File: config.mk
export PLATFORM = sky130hd
export DESIGN_NAME = vv_alu_config_sequencer
export DESIGN_NICKNAME = d
export VERILOG_FILES = /design/src/rtl/vv_alu_config_sequencer.sv
export SDC_FILE = /design/constraint.sdc
export NUM_CORES = 1
export LEC_CHECK = 0
export ABC_CLOCK_PERIOD_IN_PS = 7400
export CORE_ASPECT_RATIO = 1.75
export CORE_MARGIN = 2
export CORE_UTILIZATION = 25
export DETAILED_ROUTE_END_ITERATION = 6
export PLACE_DENSITY_LB_ADDON = 0.25
export SLEW_MARGIN = 40
export SYNTH_ARGS = -nofsm -noshare
export SYNTH_HDL_FRONTEND = slang
export SYNTH_SLANG_ARGS = --single-unit
File: constraint.sdc
create_clock -name clk -period 7.4 [get_ports clk]
set_clock_uncertainty 0.2 [all_clocks]
set_input_delay 1.48 -clock clk [delete_from_list [all_inputs] [get_ports clk]]
set_output_delay 1.48 -clock clk [all_outputs]
set_load 0.01 [all_outputs]
File: src/rtl/vv_alu_config_sequencer.sv
// Reconfiguration sequencer for a chain of vectorVectorALU-style blocks: stages
// firmware bytes from the host, then drains the pipeline and streams each block's bytes.
module vv_alu_config_sequencer #(
  parameter int         NUM_BLOCKS      = 2,
  parameter int         BYTES_PER_BLOCK = 20,
  parameter int         FIRST_CONFIG_ID = 1,
  parameter logic [7:0] NULL_ID         = 8'hFF,
  parameter int         DRAIN_CYCLES    = 4,
  parameter int         ADDR_W          = (NUM_BLOCKS * BYTES_PER_BLOCK > 1) ?
                                          $clog2(NUM_BLOCKS * BYTES_PER_BLOCK) : 1
) (
  input  logic              clk,
  input  logic              rst,
  input  logic              tracing_en,
  input  logic              wr_en,
  input  logic [ADDR_W-1:0] wr_addr,
  input  logic [7:0]        wr_data,
  input  logic              start,
  input  logic              abort,
  output logic              tracing,
  output logic [7:0]        configId,
  output logic [7:0]        configData,
  output logic              busy,
  output logic              done,
  output logic              aborted,
  output logic              wr_reject,
  output logic [2:0]        state_dbg
);

  localparam int DEPTH   = NUM_BLOCKS * BYTES_PER_BLOCK;
  localparam int BLK_W   = (NUM_BLOCKS > 1) ? $clog2(NUM_BLOCKS) : 1;
  localparam int BYTE_W  = (BYTES_PER_BLOCK > 1) ? $clog2(BYTES_PER_BLOCK) : 1;
  localparam int DRAIN_W = (DRAIN_CYCLES > 1) ? $clog2(DRAIN_CYCLES) : 1;
  localparam logic [ADDR_W:0] DEPTH_L  = (ADDR_W+1)'(DEPTH);
  localparam logic [7:0]      FIRST_ID = 8'(FIRST_CONFIG_ID);

  typedef enum logic [2:0] {
    S_IDLE  = 3'd0,
    S_DRAIN = 3'd1,
    S_SEND  = 3'd2,
    S_GAP   = 3'd3,
    S_DONE  = 3'd4,
    S_ABORT = 3'd5
  } state_t;

  state_t             state;
  logic [BLK_W-1:0]   blk_cnt;
  logic [BYTE_W-1:0]  byte_cnt;
  logic [DRAIN_W-1:0] drain_cnt;
  logic [ADDR_W-1:0]  rd_ptr;
  logic [7:0]         mem [DEPTH];
  logic               wr_ok;

  assign state_dbg = state;
  assign wr_ok     = wr_en && (state == S_IDLE) && ({1'b0, wr_addr} < DEPTH_L);

  always_ff @(posedge clk) begin
    if (!rst && wr_ok) mem[wr_addr] <= wr_data;
  end

  // Handshake toward the blocks: a byte is valid in exactly the cycle where
  // configId != NULL_ID; there is no ready, blocks must accept every such byte.
  always_ff @(posedge clk) begin
    if (rst) begin
      state      <= S_IDLE;
      blk_cnt    <= '0;
      byte_cnt   <= '0;
      drain_cnt  <= '0;
      rd_ptr     <= '0;
      tracing    <= 1'b0;
      configId   <= NULL_ID;
      configData <= 8'd0;
      busy       <= 1'b0;
      done       <= 1'b0;
      aborted    <= 1'b0;
      wr_reject  <= 1'b0;
    end else begin
      done      <= 1'b0;
      aborted   <= 1'b0;
      wr_reject <= wr_en && !wr_ok;
      case (state)
        S_IDLE: begin
          tracing    <= tracing_en;
          configId   <= NULL_ID;
          configData <= 8'd0;
          busy       <= 1'b0;
          if (start) begin
            state     <= S_DRAIN;
            drain_cnt <= DRAIN_W'(DRAIN_CYCLES - 1);
            blk_cnt   <= '0;
            byte_cnt  <= '0;
            rd_ptr    <= '0;
            tracing   <= 1'b0;
            busy      <= 1'b1;
          end
        end
        S_DONE, S_ABORT: begin
          state      <= S_IDLE;
          tracing    <= tracing_en;
          configId   <= NULL_ID;
          configData <= 8'd0;
          busy       <= 1'b0;
        end
        default: begin
          if (abort) begin
            state      <= S_ABORT;
            aborted    <= 1'b1;
            configId   <= NULL_ID;
            configData <= 8'd0;
          end else begin
            case (state)
              S_DRAIN: begin
                if (drain_cnt == '0) begin
                  state      <= S_SEND;
                  configId   <= FIRST_ID;
                  configData <= mem[rd_ptr];
                  rd_ptr     <= rd_ptr + ADDR_W'(1);
                end else begin
                  drain_cnt <= drain_cnt - DRAIN_W'(1);
                end
              end
              S_SEND: begin
                if (byte_cnt == BYTE_W'(BYTES_PER_BLOCK - 1)) begin
                  state      <= S_GAP;
                  configId   <= NULL_ID;
                  configData <= 8'd0;
                end else begin
                  byte_cnt   <= byte_cnt + BYTE_W'(1);
                  configData <= mem[rd_ptr];
                  rd_ptr     <= rd_ptr + ADDR_W'(1);
                end
              end
              S_GAP: begin
                // The NULL_ID cycle just driven resets each block's byte counter.
                if (blk_cnt != BLK_W'(NUM_BLOCKS - 1)) begin
                  state      <= S_SEND;
                  blk_cnt    <= blk_cnt + BLK_W'(1);
                  byte_cnt   <= '0;
                  configId   <= FIRST_ID + 8'(blk_cnt) + 8'd1;
                  configData <= mem[rd_ptr];
                  rd_ptr     <= rd_ptr + ADDR_W'(1);
                end else begin
                  state <= S_DONE;
                  done  <= 1'b1;
                end
              end
              default: state <= S_IDLE;
            endcase
          end
        end
      endcase
    end
  end

endmodule

== After elaboration in Yosys (flattened, before gate mapping) ==
Memory sizes are Yosys's and may differ from the RTL's. A register that Yosys moved wholly into a read port is not among the register bits.
Index checks and enable logic that the tools add are counted.
Storage, ports and cells
  register bits after elaboration: 38
  memory bits (writable): 320
  bits of input ports: 20
  output and inout port bits: 24
  memories kept: 1
Memories
  mem: depth 40, bits a word 8, rd ports 1, clocked after Yosys merged registers in 1, write ports 1, line 51  | logic [7:0] mem [DEPTH];
Cells by class
  add/sub/neg operators: 6
  order comparisons: 1
  eq/ne operators: 17
  multiplexer cells: 48
  bitwise logic cells: 2
  reductions and logical operators: 25
Operators by type and width (number)
  8-bit 2-to-1 mux: 6
  8-bit case mux with 3 select lines: 2
  6-bit 2-to-1 mux: 7
  5-bit 2-to-1 mux: 4
  5-bit case mux with 2 select lines: 2
  6-bit case mux with 3 select lines: 1
  3-bit 2-to-1 mux: 5
  6-bit case mux with 2 select lines: 1
  1-bit 2-to-1 mux: 10
  2-bit != test, second input constant: 5
  5-bit != test, second input constant: 2
  3-bit != test, second input constant: 3
  3-bit case mux with 3 select lines: 1
  2-bit 2-to-1 mux: 4
  4-bit AND reduction: 2
  7-bit AND reduction: 1
  6-bit by 1-bit adder with 6-bit output, second input constant: 1
  3-bit by 2-bit == test with 1-bit output, second input constant: 2
  3-bit == test, second input constant: 2
  6-bit < comparator, second input constant: 1
  1-bit case mux with 2 select lines: 3
  3-bit case mux with 2 select lines: 1
  3-bit AND reduction: 2
  6-bit AND reduction: 1
  other kinds (22): 30

== Logic depth before layout (Yosys ltp) ==
Gate-level depths: netlist (run 1).
  depth after elaboration: 7
  mapped depth: 9
  mapped depth without buffers: 7

== Least setup slack after synthesis (run 1) ==
OpenSTA, ideal clock, no wires.
  path type: input to register
  start point: in rst
  end point: mem mem[16][0], enable pin
  arrival: 2835 ps
  path slack: 3994 ps
  stages: 6
  cell sequence: clkbuf_1 > inv_1 > nand2_1 > nor3_1 > nand3b_1 > nor2_1
Between the ends
  longest elaborated chain between the ends: 4
RTL lines
  from (decl): line 13  | input logic rst,
  1-bit logical NOT: line 58  | if (!rst && wr_ok) mem[wr_addr] <= wr_data;
  1-bit logical AND: line 58
  1-bit 2-to-1 mux: line 58
  1-bit 2-to-1 mux (not written as such): line 58
  to (decl): line 51
No other way between the ends.

== Worst setup path in the final report (run 1) ==
  start point: in rst
  end point: mem mem[22][7], enable pin
Same word-level chain as after synthesis.

==> results of run 1 <==
[kinds of logic (layout without fill, tap and decap cells)]
kind of cell / count (synthesis) / in the layout
and+or+nand+nor: 159 / 159
buffers and inverters: 55 / 128
adders and majority gates: 3 / 3
muxes: 112 / 112
xor gates and xnor gates: 5 / 5
DFF: 359 / 359
AOI/OAI and AO/OA: 98 / 98
[final timing paths]
path	start	endpoint
setup / recovery	rst	mem[22][7]
hold / removal	tracing	tracing
setup reg to reg	flip-flop	configData[7]
hold reg to reg	tracing	tracing
[registers in the layout, summed over array words and instances (netlist names), 2 cells and up, named ones only]
register / cells
byte_cnt: 5
rd_ptr: 6
drain_cnt: 2
configData: 8
configId: 3
state_dbg: 3
mem: 320
[routing by layer]
layer / vias to the layer above / share of wire [%]
met5: - / 0
met3: 65 / 3.3
li1: 3276 / -
met2: 183 / 56
met1: 3803 / 36
met4: 0 / 4.4
[power groups by stage]
stage / combinational, W / clock, W / sequential, W
2_1_floorplan: 0.000343 / 0 / 0.00228
3_5_place_dp: 0.000497 / 0 / 0.00232
4_1_cts: 0.000498 / 0.00180 / 0.00228
3_3_place_gp: 0.000497 / 0 / 0.00232
5_1_grt: 0.000525 / 0.00187 / 0.00229
6_report: 0.000487 / 0.00175 / 0.00228
[critical path: stages]
cell and delay (ns):
clkdlybuf4s50_1 0.60, inv_1 0.22, nand2_1 0.11, nor3_1 0.55, nand3b_1 0.53, nor2_1 0.70
[final cells by class]
| cell class | count | area (sq um) | share of cell area [%] |
|---|---|---|---|
| timing repair buffer | 55 | 520.5 | 3.134 |
| multi-input combinational | 377 | 3588 | 21.61 |
| clock buffer | 43 | 905.9 | 5.454 |
| sequential | 359 | 10400 | 62.61 |
| clock inverter | 18 | 198.9 | 1.198 |
| inverter | 12 | 45.04 | 0.2712 |
| tap | 760 | 950.9 | 5.725 |
[placed cells by master, fill, tap and decap left out, types with 12 or more instances in the layout]
| cell | count |
|---|---|
| a21oi_1 | 23 |
| mux4_2 | 71 |
| inv_1 | 12 |
| dfxtp_1 | 36 |
| edfxtp_1 | 320 |
| clkbuf_16 | 35 |
| clkdlybuf4s50_1 | 43 |
| nand2_1 | 21 |
| nor2_1 | 73 |
| mux2i_1 | 41 |
| buf_4 | 12 |
[synth_stat cells, types with 3 or more instances]
| cell type | number |
|---|---|
| a211oi_1 | 3 |
| a21oi_1 | 23 |
| a221o_1 | 7 |
| a221oi_1 | 3 |
| a22o_1 | 7 |
| a22oi_1 | 4 |
| a311oi_1 | 5 |
| a31oi_1 | 5 |
| and3_1 | 4 |
| buf_1 | 4 |
| buf_2 | 12 |
| buf_4 | 10 |
| clkbuf_1 | 15 |
| dfxtp_1 | 39 |
| edfxtp_1 | 320 |
| ha_1 | 3 |
| inv_1 | 12 |
| mux2i_1 | 41 |
| mux4_2 | 71 |
| nand2_1 | 21 |
| nand2b_1 | 5 |
| nand3_1 | 11 |
| nand3b_1 | 6 |
| nor2_1 | 77 |
| nor2b_1 | 5 |
| nor3_1 | 7 |
| nor3b_1 | 3 |
| nor3b_2 | 3 |
| o211ai_1 | 7 |
| o21ai_0 | 11 |
| o22ai_1 | 7 |
| o32ai_1 | 3 |
| or3_1 | 6 |
| or3b_2 | 3 |
| or4_1 | 3 |
| xor2_1 | 5 |
[stage by stage]
stage	cell area [sq um]	total power [W]	worst slack [ns]
final	16610	0.004511	3.168
after global routing	16610	0.004675	2.962
after CTS	16590	0.004576	3.170
after detailed placement	15480	0.002821	2.591
after global placement	15480	0.002821	2.663
after floorplan	14230	0.002626	3.994
==> out/metrics.cfg, run 1 <==
[placement]
portBuffers=43
hpwlAfterDp_um=25290
dp.cells=1563
gp_congestion=0.8263

[detailed_routing]
dr.pass1.iters=4
routed_wl_um=37760
ant_nets=0
drc=0
routedWlPerCell_um=23.25
vias_per_cell=4.512
drtIter0Drc=588
vias=7327

[pwr]
p_clk_share_pct=38.7
seqPwrFrac_pct=50.5
max-vdd-ir-drop_uv=134.8
power_leakage_nw=4.936
p_per_area_nw_per_um2=271.6
p_switching_w=0.001087
pwr-share-comb_pct=10.8
swShare_pct=24.09
cell_internal_pwr_w=0.003425

[synthesis]
synth_simple_gate_area_share_pct=5.496
synth_xor_area_share_pct=0.3078
synth-seq-cells=359
yosys_most_used_dff=edfxtp_1
yosys.area_share.adder_pct=0.2638
ys_seq_area_share_pct=73.02
syn_inst=791
synth-async-reset-ratio_pct=0
syn_nets=814
synth_top_area_cell=edfxtp_1
synthMuxAreaShare_pct=14.12
syn-cell-area_sq_um=14230
ys_warn_count=0
synthTopCellsByArea=edfxtp_1 68%, mux4_2 11%, dfxtp_1 5.5%
synth_edf_count=320
ys_types=52
postSynthAreaPerCell_sq_um=17.99
synth_top_family_by_area=multiplexers
synth_top_area_share_pct=67.53
synth-compound-area-share_pct=4.863

[job]
max-cap-violations=0

[clocking]
cts.path.max_buffers=3
clk_pin_slew_ns=0.06
insertion_delay_ns=0.54
htreeDepth=2
clkSinkCount=359
cts_buffers=34
postCtsSetupRepairBufs=0
ctsHoldBuffers=0
clockRootBuffer=clkbuf_16
cts_resized=0
cts_tree=done

[global_route]
grt_pass1_vias=7904
antenna_found_initial=0
grt_util_met3_pct=1.606
overflow=0
use_met1_pct=13.58
grt_util_met2_pct=24.98
grt.busiest_layer=met2
grt_max_degree=50
grt_pass1_wl_um=54590
globalRouteTotalUtil_pct=12.90

[status]
status=complete, no violations

[worst_hold_path]
min_path_cells=2
hold_class=reg -> reg

[die]
fp.coreArea_sq_um=56260
die_y_um=319.6
rows=115
die_width_um=184.3
die-area_sq_um=58910
io_pins=44
initial_core_util_pct=25.29

[worst_setup_path]
end_kind=flip-flop
cp_max_fo=10
worst_setup_path_start_kind=input port
critPathKind=in -> reg
r2r_slack_ns=3.69
cp_data_required_time_ns=7.37
arrival_ns=4.20
reg2regPathDepth=6

[layout]
n_antenna_cell=0
final_layout_size_suffix_gt1_share_pct=17.59
fillers=5502
syn_to_final_growth_pct=16.73
final_util_pct=29.52
stdcell_count=1624
fin_nets=862

[sta]
hold_ws_ns=0.2821
slew_headroom_pct=47.01
setup_tns_ns=0
finalMaxSlewViolations=0
final-setup-viol-count=0
period_share_pct=57.19
rsz0062_at_grt=false
max_freq_mhz=236.3
fin_crit_ns=4.232
hold_viol_final=0
worst_slew_pin_slew_ns=0.7919

Note: power is estimated with default switching activity, not from simulation.
==> inputs of run 2 (changes only) <==
ABC_CLOCK_PERIOD_IN_PS = 4000   (was 7400)
clock period = 4 ns   (was 7.4 ns; I/O delays follow)
==> out/metrics.cfg, run 2 (synthesis gave the netlist of run 1 again) <==
[status]
status=complete, no violations  ; unchanged

[global_route]
grt_max_degree=41  ; was 50
grt_pass1_wl_um=56950  ; was 54,590 um
overflow=0  ; unchanged
grt_pass1_vias=7964  ; was 7,904
antenna_found_initial=0  ; unchanged
globalRouteTotalUtil_pct=13.45  ; was 12.90%

[clocking]
cts_resized=0  ; unchanged
ctsHoldBuffers=0  ; unchanged
clockRootBuffer=clkbuf_16  ; unchanged
cts_tree=done  ; unchanged
postCtsSetupRepairBufs=0  ; unchanged
insertion_delay_ns=0.52  ; was 0.54 ns
cts.path.max_buffers=3  ; unchanged
htreeDepth=2  ; unchanged
cts_buffers=34  ; unchanged
clkSinkCount=359  ; unchanged
clk_pin_slew_ns=0.07  ; was 0.06 ns

[detailed_routing]
drtIter0Drc=655  ; was 588
dr.pass1.iters=5  ; was 4
drc=0  ; unchanged
ant_nets=0  ; unchanged
vias_per_cell=4.526  ; was 4.512
routed_wl_um=39070  ; was 37,760 um
routedWlPerCell_um=23.31  ; was 23.25 um
vias=7586  ; was 7,327

[layout]
top_regs=mem x320, configData x8, rd_ptr x6  ; unchanged
stdcell_count=1676  ; was 1,624
regMostFlops=mem  ; unchanged
fillers=5507  ; was 5,502
regArea_sq_um=10400  ; unchanged
stdcell_area_sq_um=16930  ; was 16,610 sq um
layout_common_cells=320 x edfxtp_1, 76 x nor2_1, 71 x mux4_2  ; was 320 x edfxtp_1, 73 x nor2_1, 71 x mux4_2
n_antenna_cell=0  ; unchanged
syn_to_final_growth_pct=18.96  ; was 16.73%
fin_nets=918  ; was 862
final_common_cell=edfxtp_1  ; unchanged
final_layout_size_suffix_gt1_share_pct=21.72  ; was 17.59%
multi_input_comb_area_sq_um=3567  ; was 3588 sq um
largest_reg_flops=320  ; unchanged

[pwr]
max-vdd-ir-drop_uv=255.7  ; was 134.8 uV
power_leakage_nw=5.208  ; was 4.936 nW
p_per_area_nw_per_um2=482.0  ; was 271.6 nW/um^2

[die]
io_pins=44  ; unchanged
die_width_um=184.3  ; unchanged
die_y_um=319.6  ; unchanged
die-area_sq_um=58910  ; unchanged
fp.coreArea_sq_um=56260  ; unchanged
initial_core_util_pct=25.29  ; unchanged
rows=115  ; unchanged

[worst_hold_path]
hold_class=reg -> reg  ; unchanged

[placement]
postPlaceCellArea_sq_um=15930  ; was 15,480 sq um
dp.cells=1619  ; was 1,563
hpwlAfterDp_um=26330  ; was 25,290 um
portBuffers=43  ; unchanged
gp_congestion=0.8059  ; was 0.8263

[sta]
rsz0062_at_grt=false  ; unchanged
slew_headroom_pct=47.08  ; was 47.01%
final-setup-viol-count=0  ; unchanged
period_share_pct=72.64
max_freq_mhz=344.2
finalMaxSlewViolations=0  ; unchanged
setup_tns_ns=0  ; unchanged
worst_slew_pin_slew_ns=0.7891  ; was 0.7919 ns
hold_viol_final=0  ; unchanged
fin_crit_ns=2.905

[worst_setup_path]
crit_path_top_delay_cell=dfxtp_1  ; was nor2_1
critical_path.max_stage_delay_ns=0.72  ; was 0.70 ns
cp_data_required_time_ns=3.00  ; was 7.37 ns
cp_top_family=flip-flops  ; was simple AND/OR/NAND/NOR gates
worst_setup_path_start_kind=flip-flop  ; was input port
end_kind=output pin  ; was flip-flop
r2r_slack_ns=1.10  ; was 3.69 ns
crit_chain=clkdlybuf4s50_1  ; was clkdlybuf4s50_1, inv_1, nand2_1, nor3_1, nand3b_1, nor2_1
cp_max_fo=20  ; was 10
critPathKind=reg -> out  ; was in -> reg
arrival_ns=1.91  ; was 4.20 ns
critPathBufInv=1  ; was 2

[job]
max-cap-violations=0  ; unchanged

## run 2: changes by cell type in the layout (fill, tap and decap cells not counted), moves of 2 or more
cell,previous run,this run
buf_4,12,66
clkinvlp_4,4,0
buf_12,0,2
clkinv_1,4,7
nor2_1,73,76
clkinv_8,2,0
nor2_2,4,1
inv_6,0,3
clkbuf_1,8,4
clkinv_4,0,4
bufinv_16,3,0
## run 2: routing by layer
metal  GRT usage (%)  vias to the layer above  wire length, um
met5               0                        -                0
met4           4.462                        0             1055
met3           1.423                       60              981
met2           26.93                      140            22660
met1           14.22                     4000            14370
li1                -                     3386                -
## run 2: power by group
part           internal (W)  switching [W]  total, W
Sequential          0.00412      0.0000676   0.00418
Clock               0.00161        0.00141   0.00302
Combinational      0.000418       0.000542  0.000960
## run 2: through the flow
step / setup WS [ns] / hold WS (ns) / power, W / util, %
after CTS: 0.9695 / 0.2793 / 0.008267 / 30.09
after global placement: 0.7997 / 0.2650 / 0.005246 / 28.31
final: 1.095 / 0.2744 / 0.008159 / 30.09
after global routing: 0.9550 / 0.3003 / 0.008443 / 30.09
after floorplan: 1.274 / 0.2666 / 0.004858 / -
after detailed placement: 0.8341 / 0.2697 / 0.005251 / 28.31
## run 2: worst paths after layout
path,endpoint,startpoint,cells past startpoint
max,state_dbg[0],state_dbg[0],1
min,tracing,tracing,2
max reg2reg,configData[7],flip-flop,6
min reg2reg,tracing,tracing,2
## run 2: cell type report
cell class	count	area share (%)
clock inverters	18	0.6357
well taps	760	5.618
multi-input cells	377	21.07
clock buffers	39	5.263
flip-flops and latches	359	61.44
repair buffers	111	5.707
inverters	12	0.2661
